[src/rtl/soft_block_placer.sv]
// soft_block_placer: builds the start-of-round tile map.
// Seeds the external LFSR from a free-running counter, lets it mix for WARMUP
// cycles, then walks the grid row-major writing one classified tile per clock.
module soft_block_placer #(
  parameter int MAP_W   = 15,
  parameter int MAP_H   = 11,
  parameter int ADDR_W  = 8,
  parameter int DENSITY = 160,
  parameter int WARMUP  = 16
) (
  input  logic              clk,
  input  logic              rst,
  input  logic              start,
  input  logic [15:0]       lfsr_in,
  output logic              lfsr_w_en,
  output logic [15:0]       lfsr_w_in,
  output logic              tile_we,
  output logic [ADDR_W-1:0] tile_addr,
  output logic [1:0]        tile_data,
  output logic              busy,
  output logic              done,
  output logic [7:0]        block_count
);

  localparam int ROW_W  = (MAP_H > 1) ? $clog2(MAP_H) : 1;
  localparam int COL_W  = (MAP_W > 1) ? $clog2(MAP_W) : 1;
  localparam int WARM_W = $clog2(WARMUP + 1);
  localparam logic [8:0] DENS = 9'(DENSITY);

  typedef enum logic [2:0] {
    S_IDLE,
    S_SEED,
    S_WARM,
    S_FILL,
    S_DONE
  } state_t;

  state_t             state, state_n;
  logic [15:0]        seed_ctr;
  logic [ROW_W-1:0]   row;
  logic [COL_W-1:0]   col;
  logic [WARM_W-1:0]  warm_ctr;
  logic               last_tile;
  logic               lfsr_hi_unused;

  // Only the low byte of the random word decides soft-block placement.
  assign lfsr_hi_unused = ^lfsr_in[15:8];

  assign last_tile = (row == ROW_W'(MAP_H - 1)) && (col == COL_W'(MAP_W - 1));

  // Tile classification: pillar grid first, then the spawn-corner safe zones,
  // then a random soft block with probability DENSITY/256.
  function automatic logic [1:0] classify(input logic [ROW_W-1:0] r,
                                          input logic [COL_W-1:0] c,
                                          input logic [7:0]       rnd);
    logic end_row, side_row, outer_col, inner_col;
    end_row   = (r == ROW_W'(0)) || (r == ROW_W'(MAP_H - 1));
    side_row  = (r == ROW_W'(1)) || (r == ROW_W'(MAP_H - 2));
    outer_col = (c == COL_W'(0)) || (c == COL_W'(MAP_W - 1));
    inner_col = (c == COL_W'(1)) || (c == COL_W'(MAP_W - 2));
    if (r[0] && c[0])
      return 2'd1;
    if ((end_row && (outer_col || inner_col)) || (side_row && outer_col))
      return 2'd0;
    if ({1'b0, rnd} < DENS)
      return 2'd2;
    return 2'd0;
  endfunction

  // Free-running entropy counter; the start time picks the round's seed.
  always_ff @(posedge clk or posedge rst) begin
    if (rst) seed_ctr <= 16'h0001;
    else     seed_ctr <= seed_ctr + 16'd1;
  end

  // FSM state register.
  always_ff @(posedge clk or posedge rst) begin
    if (rst) state <= S_IDLE;
    else     state <= state_n;
  end

  // Next-state and combinational outputs; tile_we falls with the async reset.
  always_comb begin
    state_n   = state;
    lfsr_w_en = 1'b0;
    lfsr_w_in = 16'h0000;
    tile_we   = 1'b0;
    tile_addr = '0;
    tile_data = 2'd0;
    busy      = 1'b0;
    case (state)
      S_IDLE: begin
        if (start) state_n = S_SEED;
      end
      S_SEED: begin
        busy      = 1'b1;
        lfsr_w_en = 1'b1;
        lfsr_w_in = seed_ctr | 16'h0001;
        state_n   = S_WARM;
      end
      S_WARM: begin
        busy = 1'b1;
        if (warm_ctr == WARM_W'(WARMUP - 1)) state_n = S_FILL;
      end
      S_FILL: begin
        busy      = 1'b1;
        tile_we   = 1'b1;
        tile_addr = ADDR_W'(row) * ADDR_W'(MAP_W) + ADDR_W'(col);
        tile_data = classify(row, col, lfsr_in[7:0]);
        if (last_tile) state_n = S_DONE;
      end
      S_DONE: begin
        state_n = S_IDLE;
      end
      default: state_n = S_IDLE;
    endcase
  end

  // Grid walker, warm-up counter and soft-block tally.
  always_ff @(posedge clk or posedge rst) begin
    if (rst) begin
      row         <= '0;
      col         <= '0;
      warm_ctr    <= '0;
      block_count <= 8'd0;
    end else begin
      case (state)
        S_IDLE: begin
          if (start) begin
            row         <= '0;
            col         <= '0;
            block_count <= 8'd0;
          end
        end
        S_SEED: warm_ctr <= '0;
        S_WARM: warm_ctr <= warm_ctr + WARM_W'(1);
        S_FILL: begin
          if (tile_data == 2'd2) block_count <= block_count + 8'd1;
          if (!last_tile) begin
            if (col == COL_W'(MAP_W - 1)) begin
              col <= '0;
              row <= row + ROW_W'(1);
            end else begin
              col <= col + COL_W'(1);
            end
          end
        end
        default: ;
      endcase
    end
  end

  // Completion pulse, registered so it lands the cycle after the DONE state.
  always_ff @(posedge clk or posedge rst) begin
    if (rst) done <= 1'b0;
    else     done <= (state == S_DONE);
  end

endmodule

[config.mk]
export PLATFORM = sky130hd
export DESIGN_NAME = soft_block_placer
export DESIGN_NICKNAME = d
export VERILOG_FILES = /design/src/rtl/soft_block_placer.sv
export SDC_FILE = /design/constraint.sdc
export NUM_CORES = 1
export LEC_CHECK = 0
export ABC_AREA = 1
export CORE_UTILIZATION = 30
export DETAILED_ROUTE_END_ITERATION = 8
export PLACE_DENSITY_LB_ADDON = 0.2
export RECOVER_POWER = 25
export SLEW_MARGIN = 20
export SYNTH_ARGS = -nofsm -noshare
export SYNTH_HDL_FRONTEND = slang
export SYNTH_SLANG_ARGS = --single-unit
[constraint.sdc]
create_clock -name clk -period 4 [get_ports clk]
set_clock_uncertainty 0.05 [all_clocks]
set_input_delay 0.4 -clock clk [delete_from_list [all_inputs] [get_ports clk]]
set_output_delay 0.4 -clock clk [all_outputs]
set_load 0.005 [all_outputs]
== Word-level counts from Yosys, hierarchy flattened ==
Cells that the tools add are included.

* Logic and storage cells: 89
* Bits in registers: 41
* Output and inout bits: 38

* Multiply operators: 1
* $add $sub $neg: 6
* $lt $le $gt $ge: 1
* Muxes and demuxes: 36
* Equality and inequality tests: 18
* Reduce and logical (&&, ||, !) cells: 20

{| class="wikitable"
|+ Operators by type and width
! cell !! number
|-
| 2-to-1 mux 8 bit || 3
|-
| 2-to-1 mux 4 bit || 5
|-
| adder 16 x 1 -> 16 bit (second input constant) || 1
|-
| equality test 4 bit (second input constant) || 4
|-
| 2-to-1 mux 16 bit || 1
|-
| case mux 4 bit (2 select lines) || 2
|-
| case mux 8 bit (2 select lines) || 1
|-
| 2-to-1 mux 2 bit || 7
|-
| 2-to-1 mux 1 bit || 12
|-
| inequality test 2 bit (second input constant) || 6
|-
| case mux 3 bit (4 select lines) || 1
|-
| case mux 5 bit (2 select lines) || 1
|-
| 2-to-1 mux 3 bit || 3
|-
| AND reduction 3 bit || 3
|-
| adder 4 x 1 -> 4 bit (second input constant) || 2
|-
| adder 8 x 1 -> 8 bit (second input constant) || 1
|-
| adder 8 x 4 -> 8 bit || 1
|-
| equality test 4 x 1 -> 1 bit (second input constant) || 2
|-
| zero test 4 bit || 2
|-
| < comparator 8 bit (second input constant) || 1
|-
| multiplier 4 x 4 -> 8 bit (second input constant) || 1
|-
| equality test 3 x 2 -> 1 bit (second input constant) || 2
|-
| logical OR 1 bit || 6
|-
| adder 5 x 1 -> 5 bit (second input constant) || 1
|-
| 9 further kinds || 13
|}

== Depth between registers and ports, before layout ==
Gate-level depths: netlist of the first run.

* Depth in word-level cells: 18
* Depth in mapped cells: 13
* Depth with buffers taken out: 13

== Least setup slack after synthesis of the first run ==
No wires, ideal clock.

* Path type: reg2out
* From: register row[0]
* To: output port tile_addr[6]
* Path slack: 0.562 ns
* Arrival: 2.988 ns
* Cell stages (with the launch flop): 12
* Data required time: 3.550 ns
* Cell sequence: dfrtp_1 > fa_1 > inv_1 > fa_1 > fa_1 > inv_1 > ha_1 > a21oi_1 > or2_2 > nand4_1 > nand2_1 > nor2_1

* Word-level cells in the longest chain between the ends: 3

{| class="wikitable"
|+ RTL lines
! element !! line !! text
|-
| start, declared || 40 || <nowiki>logic [ROW_W-1:0] row;</nowiki>
|-
| start signal, assigned || 142 || <nowiki>row <= row + ROW_W'(1);</nowiki>
|-
| multiplier 4 x 4 -> 8 bit || 108 || <nowiki>tile_addr = ADDR_W'(row) * ADDR_W'(MAP_W) + ADDR_W'(col);</nowiki>
|-
| adder 8 x 4 -> 8 bit || 108 ||
|-
| 2-to-1 mux 8 bit || 91 || <nowiki>case (state)</nowiki>
|-
| end, declared || 18 || <nowiki>output logic [ADDR_W-1:0] tile_addr,</nowiki>
|}

No other way between the ends.

== Worst setup path after layout of the first run ==
* From: register row[0]
* To: output port tile_addr[4]

The elaborated chain is that of the path after synthesis.

==> flow_summary.yaml, run 1 <==
status:
  status: "finished, final reports clean"
drt:
  drc_errors: 0
  vias: 2379
  met1_length_um: 2960
  ant_nets: 0
  routed.top_layer: "met4"
  routed_wl_um: 5880
  viasPerCell: 4.40
  drtPass1Iterations: 4
  dr_wl_met3_um: 183
  wl_met2_um: 2700
  drt-initial-drc-count: 83
  wire_per_inst_um: 10.9
synthesis:
  async_flop_share_pct: 100
  seq_area_frac_synth_pct: 36.0
  yosys.area.top_type_share_pct: 35.1
  synth_top_cell_by_area: "dfrtp_1"
  ys.flop_type: "dfrtp_1"
  avgSynthCellArea_um2: 7.94
  synth.distinct_cells: 32
  ys_top_cells_by_area: "dfrtp_1 (35%), ha_1 (11%), nand2_1 (9.6%)"
  synth_edf_count: 0
  synthCells: 359
  ys_seq_elements: 41
  netlist_area_mm2: 0.00285
  yosys_warnings: 0
  syn_nets: 411
setup_path:
  path_depth: 12
  worstPathArrival_ps: 3370
  worstSetupEndpointType: "output port"
  worstPathCellList: "fa_1, inv_1, fa_1, fa_1, inv_1, ha_1, buf_4, nand3_1, nand2_1, o21ai_0, a21oi_1, dlygate4sd2_1"
  path_class: "flop to output port"
  cpMostUsedCell: "fa_1"
  rr_worst_depth: 9
  timing.critical_path.slowest_stage_cell: "fa_1"
  cp_top_family: "adder cells"
  required_ps: 3550
  crit_fanout: 6
  worst_setup_path_start_kind: "flop"
  critPathMaxStageDelay_ps: 570
  critPathBufInv: 4
cts:
  clk_latency_ps: 290
  cts_root_buffer: "clkbuf_8"
  cts_tree: "built"
  numCtsBuffers: 5
  cts_buffer_depth: 2
  cts_max_level: 2
  clkTransAtPathRegs_ps: 80
  cts_hold_buf: 0
  clock_sinks: 41
floorplan:
  initial_core_util_pct: 30.9
  coreArea_mm2: 0.00924
  die_area_mm2: 0.00990
  die-height_um: 99.5
  die_w_um: 99.5
  boundaryPins: 57
  placementRows: 35
global_routing:
  grt_usage_pct: 13.2
  grt_first_pass_wirelength_um: 10700
  grt_pass1_vias: 2321
  antenna_found_initial: 0
  grt_max_degree: 26
  globalRoute.totalOverflow: 0
timing:
  slew_violations: 0
  fmax_ghz: 0.262
  relSlewSlack_pct: 38.6
  period_share_pct: 95.6
  fin_setup_tns_ps: 0
  min_period_ps: 3820
  hold_viol_final: 0
  tightest_slew_ps: 915
  finalSetupViolCount: 0
  rsz0062_at_grt: "no"
place:
  dpl.hpwl_um: 4560
  port_buffers: 43
  gp_congestion: 0.807
  post_dp_cell_area_mm2: 0.00346
power:
  cellPowerDensity_mw_per_mm2: 255
  irDropWorstVdd_mv: 0.106
  p_leak_nw: 1.74
cells_and_area:
  antenna_cells: 0
  stdcell_area_mm2: 0.00357
  area_growth_pct: 25.4
  drive_above_1_share_pct: 8.98
  nets: 463
flow_run:
  drv_cap: 0
min_path:
  hold_depth: 1
  min_path_type: "flop to flop"
-- stage by stage --
stage / hold WS, ps / worst slack [ps] / std cells / util [%] / total power [W]
after detailed placement: 386 / 127 / 532 / 37.5 / 0.000586
after CTS: 407 / 69.9 / 541 / 38.7 / 0.000927
after floorplan: 375 / 562 / 359 / - / 0.000524
after global placement: 383 / 160 / 532 / 37.5 / 0.000584
final: 421 / 177 / 541 / 38.7 / 0.000913
after global routing: 448 / 13.9 / 541 / 38.7 / 0.000967
-- metal layers --
layer	track usage [%]	vias up
li1	-	1251
met1	18.2	1088
met2	21.9	38
met3	1.97	2
met4	3.39	0
met5	0	-
-- layout make-up --
| type | count | area (um^2) |
|---|---|---|
| fill | 976 | 5670 |
| multi-input combinational | 258 | 1590 |
| sequential | 41 | 1030 |
| timing repair buffer | 49 | 469 |
| inverter | 56 | 210 |
| tap | 129 | 161 |
| clock buffer | 5 | 68.8 |
| clock inverter | 3 | 46.3 |
-- state kept, by name, summed over array words and instances, names as in the netlist --
| signal | count |
|---|---|
| block_count | 8 |
| done | 1 |
| row | 4 |
| warm_ctr | 5 |
| seed_ctr | 16 |
| col | 4 |
| state | 3 |
-- worst register-to-register path: cells and delay by family (launching register included) --
| family | cells | cell delay [ps] |
|---|---|---|
| DFF | 1 | 420 |
| and+or+nand+nor | 7 | 970 |
| buffers and inverters | 2 | 460 |
-- cells by family after synthesis --
kind of cell    Yosys count  synth area share [%]
compound gates           29                  5.75
simple gates            178                  28.3
xor+xnor                 18                  5.53
fa+ha+maj                33                  16.3
buf+inv                  60                  8.07
flops                    41                  36.0
-- repair_timing --
action,4_1_cts,5_1_grt
endpoints found under the setup margin,4,2
resized for setup,4,3
hold endpoints to repair,0,0
setup buffers,1,0
pin swaps,2,1
-- where the power goes --
part / switching (W) / total [W] / leakage (nW) / internal [W]
registers: 0.0000284 / 0.000462 / 0.526 / 0.000434
clock network: 0.000150 / 0.000337 / 0.0543 / 0.000187
logic: 0.0000496 / 0.000114 / 1.16 / 0.0000643
-- placed cells by master, fill, tap and decap left out, types with 2 or more instances in the layout --
master and instances:
nand2_1 73, inv_2 9, fa_1 7, clkbuf_8 5, a21oi_1 8, nor2_1 47
o21ai_1 8, buf_4 6, dlygate4sd2_1 3, nand4_1 12, nand2_2 4, nor3_1 5
o31ai_1 2, inv_1 46, xor2_1 16, clkdlybuf4s50_1 37, nand3_1 27, a31oi_1 2
o21a_1 2, xnor2_1 2, o21ai_0 4, o21bai_1 2, dfrtp_1 40, or2_2 2
nand3_2 3, ha_1 26
-- path summary, 6_finish.rpt --
kind	endpoint	slack [ps]	from
max	tile_addr[4]	180	row[0]
min	seed_ctr[15]	420	seed_ctr[15]
max reg2reg	block_count[5]	2040	state[2]
min reg2reg	seed_ctr[15]	420	seed_ctr[15]
max in group asynchronous	seed_ctr[0]	2570	rst
min in group asynchronous	block_count[1]	580	rst
-- synthesized netlist by cell type, types with 5 or more instances --
library cell,instances
a21oi_1,8
dfrtp_1,40
fa_1,7
ha_1,26
inv_1,47
inv_2,9
nand2_1,73
nand3_1,27
nand4_1,12
nor2_1,46
nor3_1,5
o21ai_1,8
xor2_1,16
Power figures use the tool's default switching activity.
==> run 2, diff against run 1 <==
--- a/config.mk
+++ b/config.mk
@@ -8,6 +8,7 @@
 export ABC_AREA = 1
 export CORE_UTILIZATION = 30
 export DETAILED_ROUTE_END_ITERATION = 8
+export DONT_BUFFER_PORTS = 1
 export PLACE_DENSITY_LB_ADDON = 0.2
 export RECOVER_POWER = 25
 export SLEW_MARGIN = 20
==> run 2 against run 1 <==
Against the previous run: the flow now finishes with violations (max-capacitance violations, max-slew violations); sequential share of layout area is 3.8 points higher; fmax is 0.48% higher; die area stayed put; critical endpoint is now tile_addr[6]; largest cell class unchanged.
==> flow_summary.yaml, run 2 (synthesized netlist as in run 1, its figures left out) <==
drt:
  drtPass1Iterations: 4
  vias: 2228
  wire_per_inst_um: 11.7
  drc_errors: 0
  ant_nets: 0
  routed_wl_um: 5800
  viasPerCell: 4.49
  drt-initial-drc-count: 106
floorplan:
  boundaryPins: 57
  coreArea_mm2: 0.00924
  initial_core_util_pct: 30.9
  placementRows: 35
  die-height_um: 99.5
  die_w_um: 99.5
  die_area_mm2: 0.00990
timing:
  relSlewSlack_pct: -48.2
  fmax_ghz: 0.263
  fin_setup_tns_ps: 0
  period_share_pct: 95.1
  hold_viol_final: 0
  min_period_ps: 3800
  finalSetupViolCount: 0
  slew_violations: 42
  tightest_slew_ps: 2220
  worst_slack_ps: 195
place:
  dpl.hpwl_um: 4410
  port_buffers: 0
  post-place-ws_ps: 471
  post_dp_cell_area_mm2: 0.00302
  gp_congestion: 0.791
status:
  status: "complete, but fails checks"
  violations: "max-capacitance violations, max-slew violations"
global_routing:
  globalRoute.totalOverflow: 0
  antenna_found_initial: 0
  grt_usage_pct: 13.1
  grt_first_pass_wirelength_um: 10400
  grt_pass1_vias: 2280
  grt_max_degree: 42
power:
  clkPwrFrac_pct: 42.6
  swShare_pct: 23.8
  comb_power_share_pct: 7.3
  intPower_w: 0.000709
  irDropWorstVdd_mv: 0.124
  p_leak_nw: 1.58
  cellPowerDensity_mw_per_mm2: 295
  p_seq_share_pct: 50.2
  p_switching_w: 0.000222
setup_path:
  path_class: "flop to output port"
  worstSetupEndpointType: "output port"
  worstPathCellList: "fa_1, inv_1, fa_1, fa_1, inv_1, ha_2, a21oi_1, or2_2, nand4_1, nand2_1, nor2_2"
  worstPathArrival_ps: 3350
  critPathBufInv: 2
  worst_setup_path_start_kind: "flop"
  cp_top_family: "adder cells"
  path_depth: 11
  rr_worst_depth: 9
  cpMostUsedCell: "fa_1"
  timing.critical_path.slowest_stage_cell: "fa_1"
  crit_fanout: 7
  rr_startpoint: "state[2]"
  cp-startpoint: "row[0]"
  critPathMaxStageDelay_ps: 580
  required_ps: 3550
cells_and_area:
  nets: 418
  drive_above_1_share_pct: 10.1
  area_growth_pct: 10.8
  final_cell_mix: "nand2_1 (73), inv_1 (47), nor2_1 (45)"
  largest_reg_flops: 16
  stdcell_area_mm2: 0.00316
  antenna_cells: 0
  largestRegisters: "seed_ctr x16, block_count x8, warm_ctr x5"
  regMostFlops: "seed_ctr"
  final_common_cell: "nand2_1"
cts:
  cts_max_level: 2
  cts_buffer_depth: 2
  post_cts_buffers: 0
  cts_resized: 0
  clock_sinks: 41
  cts_tree: "built"
  cts_root_buffer: "clkbuf_8"
  clk_latency_ps: 290
  cts_hold_buf: 0
  clkTransAtPathRegs_ps: 80
  numCtsBuffers: 5
min_path:
  min_path_type: "primary input to flop"
  min_from: "start"
  hold_depth: 2
flow_run:
  drv_cap: 1
run 2: changes by cell type in the layout (fill, tap and decap cells not counted), moves of 2 or more:
cell,delta
nor2_2,+2
buf_4,-3
clkdlybuf4s50_1,-37
nor2_1,-2
dlygate4sd2_1,-3
run 2: routing by layer:
metal | up-vias | track usage (%) | wire length, um | share of wire [%]
met3 | 7 | 1.90 | 157 | 2.7
li1 | 1161 | - | - | -
met1 | 1024 | 17.2 | 2850 | 49
met5 | - | 0 | 0 | 0
met4 | 0 | 5.09 | 89 | 1.5
met2 | 36 | 21.7 | 2710 | 47
run 2: through the flow:
stage	total power (W)	hold slack, ps	utilization, %	instances
finish	0.000931	315	34.2	496
global route	0.000978	359	34.2	496
CTS	0.000947	84.2	34.2	496
detailed placement	0.000546	392	32.7	488
global placement	0.000543	387	32.7	488
floorplan	0.000524	375	-	359
run 2: cell type report:
class                   instances  area [um^2]
clock buffers                   5         68.8
clock inverters                 3         65.1
fillers                       995         6080
inverters                      56          210
multi-input cells             258         1600
flip-flops and latches         41         1030
well taps                     129          161
repair buffers                  4         26.3
run 2: worst register-to-register path, stage by stage, from the launching register on:
cell and delay, ps:
dfrtp_1 430, inv_2 110, nand3_2 290, inv_2 390, nand2_2 110, nor2_4 110
nand3_4 160, nand2_2 160, nand2_1 70, nand2_1 60
run 2: path summary, 6_finish.rpt:
path	slack, ps	to
max	200	tile_addr[6]
min	310	state[0]
max reg2reg	2020	block_count[7]
min reg2reg	410	seed_ctr[0]
max in group asynchronous	1880	warm_ctr[3]
min in group asynchronous	750	block_count[7]
run 2: power by group through the flow:
stage	registers, W	clock network (W)	logic (W)
2_1_floorplan	0.000466	0	0.0000582
3_3_place_gp	0.000475	0	0.0000676
3_5_place_dp	0.000476	0	0.0000703
4_1_cts	0.000468	0.000409	0.0000701
5_1_grt	0.000473	0.000424	0.0000822
6_report	0.000467	0.000396	0.0000676
